--- src/rtl/rect_select.sv ---
// rect_select: draws LFSR rectangle candidates over a 4x4 binary matrix, keeps only
// flippable checkerboard corners, and offers them to the flip stage over valid/ready.
module rect_select #(
    parameter int ROWS = 4,
    parameter int COLS = 4,
    parameter logic [15:0] SEED = 16'hACE1,
    parameter int MAX_TRIES = 15
) (
    input  logic        clk,
    input  logic        rst_n,
    input  logic        start,
    input  logic [15:0] m_in,
    input  logic [7:0]  steps,
    input  logic [15:0] m_fb,
    input  logic        cand_ready,
    output logic [15:0] m_cur,
    output logic [1:0]  r1,
    output logic [1:0]  r2,
    output logic [1:0]  c1,
    output logic [1:0]  c2,
    output logic        cand_valid,
    output logic        busy,
    output logic        done,
    output logic        stuck,
    output logic [15:0] attempts
);
    localparam int N = ROWS * COLS;
    localparam logic [2:0] IDLE = 3'd0, GEN = 3'd1, CHECK = 3'd2, OFFER = 3'd3, DONE = 3'd4;
    localparam logic [7:0] TRY_LIMIT = 8'(MAX_TRIES);

    logic [2:0]  state;
    logic [15:0] lfsr, lfsr_next;
    logic [7:0]  steps_left, tries, tries_inc;
    logic        ca, cb, cc, cd, pass, give_up;

    // Column-major with (0,0) at the MSB, matching the flip stage.
    function automatic logic at(input logic [15:0] m, input logic [1:0] r, input logic [1:0] c);
        return m[4'(N - 1 - (int'(c) * ROWS + int'(r)))];
    endfunction

    always_comb begin
        lfsr_next = {1'b0, lfsr[15:1]} ^ (lfsr[0] ? 16'hB400 : 16'h0000);
        ca = at(m_cur, r1, c1);
        cb = at(m_cur, r1, c2);
        cc = at(m_cur, r2, c1);
        cd = at(m_cur, r2, c2);
        pass = (r1 != r2) && (c1 != c2) && (ca == cd) && (cb == cc) && (ca != cb);
        tries_inc = tries + 8'd1;
        give_up = !pass && (tries_inc == TRY_LIMIT);
    end

    assign cand_valid = state == OFFER;
    assign busy = state != IDLE;
    assign done = state == DONE;

    always_ff @(posedge clk) begin
        if (!rst_n) begin
            state <= IDLE;
            m_cur <= '0;
            {r1, r2, c1, c2} <= '0;
            lfsr <= SEED;
            steps_left <= '0;
            tries <= '0;
            stuck <= 1'b0;
            attempts <= '0;
        end else begin
            case (state)
                IDLE: if (start) begin
                    m_cur <= m_in;
                    steps_left <= steps;
                    attempts <= '0;
                    tries <= '0;
                    stuck <= 1'b0;
                    state <= (steps == 8'd0) ? DONE : GEN;
                end
                GEN: begin
                    lfsr <= lfsr_next;
                    {c2, c1, r2, r1} <= lfsr_next[7:0];
                    attempts <= attempts + {15'd0, attempts != 16'hFFFF};
                    state <= CHECK;
                end
                CHECK: begin
                    tries <= pass ? 8'd0 : tries_inc;
                    stuck <= give_up;
                    state <= pass ? OFFER : (give_up ? DONE : GEN);
                end
                OFFER: if (cand_ready) begin
                    m_cur <= m_fb;
                    steps_left <= steps_left - 8'd1;
                    state <= (steps_left == 8'd1) ? DONE : GEN;
                end
                DONE: state <= IDLE;
                default: state <= IDLE;
            endcase
        end
    end
endmodule
--- config.mk ---
export PLATFORM = sky130hd
export DESIGN_NAME = rect_select
export DESIGN_NICKNAME = d
export VERILOG_FILES = /design/src/rtl/rect_select.sv
export SDC_FILE = /design/constraint.sdc
export NUM_CORES = 1
export LEC_CHECK = 0
export BUFFER_PORTS_ARGS = -buffer_cell sky130_fd_sc_hd__buf_2
export CAP_MARGIN = 0
export CELL_PAD_IN_SITES_DETAIL_PLACEMENT = 1
export CELL_PAD_IN_SITES_GLOBAL_PLACEMENT = 2
export CORE_UTILIZATION = 33
export DETAILED_ROUTE_END_ITERATION = 10
export GPL_ROUTABILITY_DRIVEN = 0
export PLACE_DENSITY_LB_ADDON = 0.25
export SLEW_MARGIN = 10
export SYNTH_ARGS = -nofsm -noshare
export SYNTH_HDL_FRONTEND = slang
export SYNTH_SLANG_ARGS = --single-unit
--- constraint.sdc ---
create_clock -name clk -period 6.75 [get_ports clk]
set_input_delay 0.3375 -clock clk [delete_from_list [all_inputs] [get_ports clk]]
set_output_delay 0.3375 -clock clk [all_outputs]
set_load 0.005 [all_outputs]
# After elaboration in Yosys (flattened, before gate mapping)
# Cells that the tools add are included.
# Widths: inputs -> output; s select.
dict set report op_classes {
  order_cmp 4
  bitwise 1
  eq_ne 14
  n_addsub 11
  n_reduce_logical 16
  muxes 33
}
# cell count
set ops {}
lappend ops {{$mux 16} 4}
lappend ops {{$pmux 16 s2} 2}
lappend ops {{$mux 8} 4}
lappend ops {{$pmux 8 s2} 2}
lappend ops {{$lt 4x6->1 const B} 4}
lappend ops {{$mux 3} 6}
lappend ops {{$add 16x1->16} 1}
lappend ops {{$add 4x2->4} 4}
lappend ops {{$bmux 1 s4} 4}
lappend ops {{$ne 16x16->1 const B} 1}
lappend ops {{$sub 4x4->4 const A} 4}
lappend ops {{$xor 15x16->16} 1}
lappend ops {{$pmux 3 s4} 1}
lappend ops {{$mux 1} 9}
lappend ops {{$add 8x1->8 const B} 1}
lappend ops {{$eq 8x1->1 const B} 1}
lappend ops {{$eq 8x4->1 const B} 1}
lappend ops {{$logic_not 8->1} 1}
lappend ops {{$sub 8x1->8 const B} 1}
lappend ops {{$eq 3x2->1 const B} 2}
lappend ops {{$reduce_and 2->1} 3}
lappend ops {{$reduce_bool 2->1} 3}
lappend ops {{$logic_and 1x1->1} 5}
lappend ops {{$ne 2x2->1} 2}
lappend ops {{other kinds (10)} 12}
dict set report word_totals {
  inputBits 44
  word_cells 90
  ff_bits 76
}

# Depth between registers and ports, before layout
dict set report logic_depth {
  depth_word 14
  ltp_mapped 12
  depth_no_buf 12
}

# Least setup slack after synthesis
# No wires, ideal clock.
dict set report synth_path {
  kind {register to register}
  from {register attempts[6]}
  to {register attempts[9]}
  path_stages_with_launch 12
  slack_ps 4407
  required_ps 6690
  t_arrival_ps 2284
  cell_sequence {dfxtp_1 -> nand4_1 -> nor2_1 -> and4_1 -> nand4_1 -> ha_1 -> and4_1 -> and2_1 -> nor2b_1 -> nand4_1 -> mux2i_1 -> and2_1}
}
dict set report synth_via {
  elab_chain_len 3
}
# item line
set synth_lines {}
lappend synth_lines {{from (decl)} 25} ;# output logic [15:0] attempts
lappend synth_lines {{from (signal assigned)} 79} ;# attempts <= attempts + {15'd0, attempts != 16'hFFFF};
lappend synth_lines {{$ne 16x16->1} 79}
lappend synth_lines {{$add 16x1->16 (*)} 79}
lappend synth_lines {{$pmux 16 s2 (*)} 67} ;# case (state)
# Mark *: on every way between the ends. The rest lies on a longest branch, timed or not.
# A chain may end at the register's enable or synchronous reset.

# Final worst setup path
dict set report layout_path {
  from {register state[1]}
  to {register steps_left[2]}
}
dict set report layout_via {
  elab_chain_len 3
  elab_cells_between_ends 7
}
# item line
set layout_lines {}
lappend layout_lines {{from (decl)} 31} ;# logic [2:0] state;
lappend layout_lines {{from (signal assigned)} 74} ;# state <= (steps == 8'd0) ? DONE : GEN;
lappend layout_lines {{from (signal assigned)} 85} ;# state <= pass ? OFFER : (give_up ? DONE : GEN);
lappend layout_lines {{from (signal assigned)} 90} ;# state <= (steps_left == 8'd1) ? DONE : GEN;
lappend layout_lines {{$eq 3x2->1 / $logic_not 3->1 (equally long branches)} 67}
lappend layout_lines {{$ne 2x2->1 (no source line) / $reduce_bool 2->1 (equally long branches)} n/a}
lappend layout_lines {{$reduce_and 3->1 (no source line)} n/a}
lappend layout_lines {{to (signal assigned)} 70} ;# steps_left <= steps;
lappend layout_lines {{to (signal assigned)} 89} ;# steps_left <= steps_left - 8'd1;
lappend layout_lines {{to (decl)} 33} ;# logic [7:0] steps_left, tries, tries_inc;
# Several ways; a longest one is shown, not always the timed one.

==> flow_metrics.tcl <==
set metrics [dict create \
    outcome "complete, no violations" \
    p_per_area_nw_per_um2 251.1 \
    fin_setup_tns_ns 0 \
    seq_power_share 0.441 \
    clock_sinks 72 \
    hp-class "primary input to flop" \
    setup_viol 0 \
    num_vias 3707 \
    irDropWorstVdd_mv 0.1710 \
    firstDrtPassIters 4 \
    critical_path.endpoint_type "flop" \
    yosysWarnings 0 \
    syn_area_per_cell_um2 7.935 \
    fin_nets 590 \
    cp_max_fo 42 \
    hold_viol_final 0 \
    grtUsageTotal 0.2095 \
    cts-htree-levels 3 \
    hpwl_um 8436 \
    synthFlopType "dfxtp_1" \
    design_area_um2 4487 \
    holdPathStages 3 \
    drtAntennaViolNets 0 \
    clock_latency_ns 0.34 \
    postCtsResizedCells 0 \
    holdBufCountCts 0 \
    hold_start "m_fb[5]" \
    crit_chain "nand2_1, or2_2, inv_1, a21o_2, o21ai_0, a22oi_1, nor2_1" \
    worst_pin_slew_ns 0.8589 \
    yosys-top-cells-area "dfxtp_1 38%, nand2_1 10%, a21oi_1 4.9%, mux4_2 4.8%, a311oi_1 4.7%" \
    multi_input_area_um2 2125 \
    syn2layout_area_growth_pct 19.29 \
    crit_path_top_delay_cell "inv_1" \
    syn_nets 524 \
    rr_worst_depth 7 \
    critPathMaxStageDelay_ns 0.72 \
    ys_types 53 \
    netlist.area_leader.share 0.3832 \
    ctsRootBufferMaster "clkbuf_16" \
    postSynthCellCount 474 \
    power_switching_uw 327.5 \
    period_minus_slack_ns 3.146 \
    skew_ns 0.004882 \
    p_clk_frac 0.385 \
    final_cell_mix "101 x nand2_1, 87 x buf_2, 72 x dfxtp_1" \
    synth_area_um2 3761 \
    synth-seq-cells 72 \
    fin_cells 682 \
    final_max_slew_viol_count 0 \
    final_common_cell "nand2_1" \
    initial_core_util 0.3424 \
    via_per_inst 5.435 \
    num_rows 38 \
    drc 0 \
    slew-limit-headroom 0.4267 \
    routed_wl_um 11820 \
    grt_pass1_wl_um 18840 \
    critical_path_required_ns 6.96 \
    grt_overflow 0 \
    rsz0062_at_grt "no" \
    r2r-start "state[1]" \
    drv_cap 0 \
    grt_pass1_vias 3613 \
    dieArea_um2 11830 \
    layout-drive-gt1-share 0.2159 \
    synth_top_area_cell "dfxtp_1" \
    start_kind "flop" \
    nFillCells 1341 \
    yosysSeqAreaShare 0.3832 \
    cp_data_arrival_time_ns 3.36 \
    grt_max_degree 45 \
    path_class "flop to flop" \
    core_area_um2 10980 \
    cts_tree "yes" \
    clk_path_buf_depth 2 \
    synth_edf_count 0 \
    switching_share 0.2907 \
    max_freq_mhz 317.8 \
    regToRegSetupSlack_ns 3.60 \
    antenna_found_initial 0 \
    internal_power_uw 798.9 \
    period_share 0.4661 \
    p_leak_uw 0.001820 \
    antenna_cells 0 \
    post_cts_buffers 0 \
    numCtsBuffers 9 \
    first_iter_violations 242 \
    synth-async-reset-ratio 0 \
    holdPathEnd "m_cur[5]" \
    power_frac_comb 0.174 \
    clk_pin_slew_ns 0.05 \
    ff_latch_area_um2 1441 \
    die_w_um 108.8 \
    placed_cells 669 \
    wl_per_cell_um 17.33 \
    placed_cell_area_um2 4224 \
    rr_endpoint "steps_left[2]" \
    chipHeight_um 108.8 \
    io_pins 88 \
    portBuffers 87 \
]
[state kept, by name (all words and copies together), names as in the netlist, 2 cells and up]
name / cells
attempts: 16
m_cur: 16
lfsr: 14
steps_left: 8
tries: 8
state: 3
c1: 2
c2: 2
[per-stage QoR]
step / setup WS, ns / hold WS [ns] / utilization / total power [µW]
floorplan: 4.407 / 0.4321 / - / 626.9
global route: 3.239 / 0.2621 / 0.4085 / 1189
detailed placement: 3.195 / 0.4528 / 0.3846 / 702.7
finish: 3.604 / 0.2623 / 0.4085 / 1126
CTS: 3.205 / 0.2439 / 0.4084 / 1147
global placement: 3.339 / 0.4355 / 0.3846 / 693.1
[Yosys cell counts, types with 2 or more instances]
cell type and count:
a21o_1 2, inv_1 9, nor2b_1 9, a22oi_1 6, a31oi_1 3, nor4_1 4, nor3_1 9, buf_2 7
nand4bb_1 2, ha_1 6, nand2_1 101, nor2_1 43, nand2b_1 3, nand4_1 8, a211oi_1 3, dfxtp_1 72
o21a_1 3, a32oi_1 2, nand3_1 29, a41oi_1 2, xnor2_1 5, o21ai_0 14, a21oi_1 37, or2_2 2
mux2i_1 2, nor3b_1 2, o2111ai_1 4, clkbuf_1 21, buf_4 5, mux4_2 8, and2_1 6, and4_1 3
a311oi_1 20, o211ai_1 3
[metal layers]
metal	routed length, µm	global-route usage	vias to the layer above
met5	0	0	-
met4	187	0.08977	0
met3	397	0.04603	13
met2	5719	0.3373	54
met1	5515	0.2690	1803
li1	-	-	1837
[cell type report]
cell class                      instances  area share
Multi-Input combinational cell        359      0.4735
Tap cell                              140     0.03904
Timing Repair Buffer                   89      0.1004
Inverter                                9    0.007529
Sequential cell                        72      0.3212
Clock inverter                          1    0.001115
Clock buffer                           12     0.05717
[critical path: cells and delay by family (launching register included)]
kind	cells	cell delay [ns]
buffers and inverters	1	0.72
and+or+nand+nor	3	0.67
DFF	1	0.49
AOI/OAI and AO/OA	3	1.11
[power groups by stage]
| stage | clock (µW) | combinational [µW] | sequential (µW) |
|---|---|---|---|
| floorplan | 0 | 138 | 489 |
| global placement | 0 | 191 | 503 |
| detailed placement | 0 | 198 | 505 |
| CTS | 452 | 198 | 496 |
| global route | 467 | 221 | 501 |
| finish | 434 | 196 | 496 |
[worst max path at each step]
stage                start       endpoint  slack (ns)  depth (start not counted)
2_1_floorplan  attempts[6]    attempts[9]        4.41                         11
3_3_place_gp      state[1]  steps_left[2]        3.34                          7
3_5_place_dp      state[1]  steps_left[2]        3.20                          7
4_1_cts           state[1]  steps_left[2]        3.20                          7
5_1_grt           state[1]  steps_left[5]        3.24                          6
6_report          state[1]  steps_left[2]        3.60                          7
[cells by family after synthesis]
logic type	synth area share
and+or+nand+nor	0.2778
DFF	0.3832
xor gates and xnor gates	0.01164
adders and majority gates	0.01996
AOI/OAI and AO/OA	0.1989
buffers and inverters	0.05223
muxes	0.05622
No activity file was read; power rests on OpenSTA's default activity.
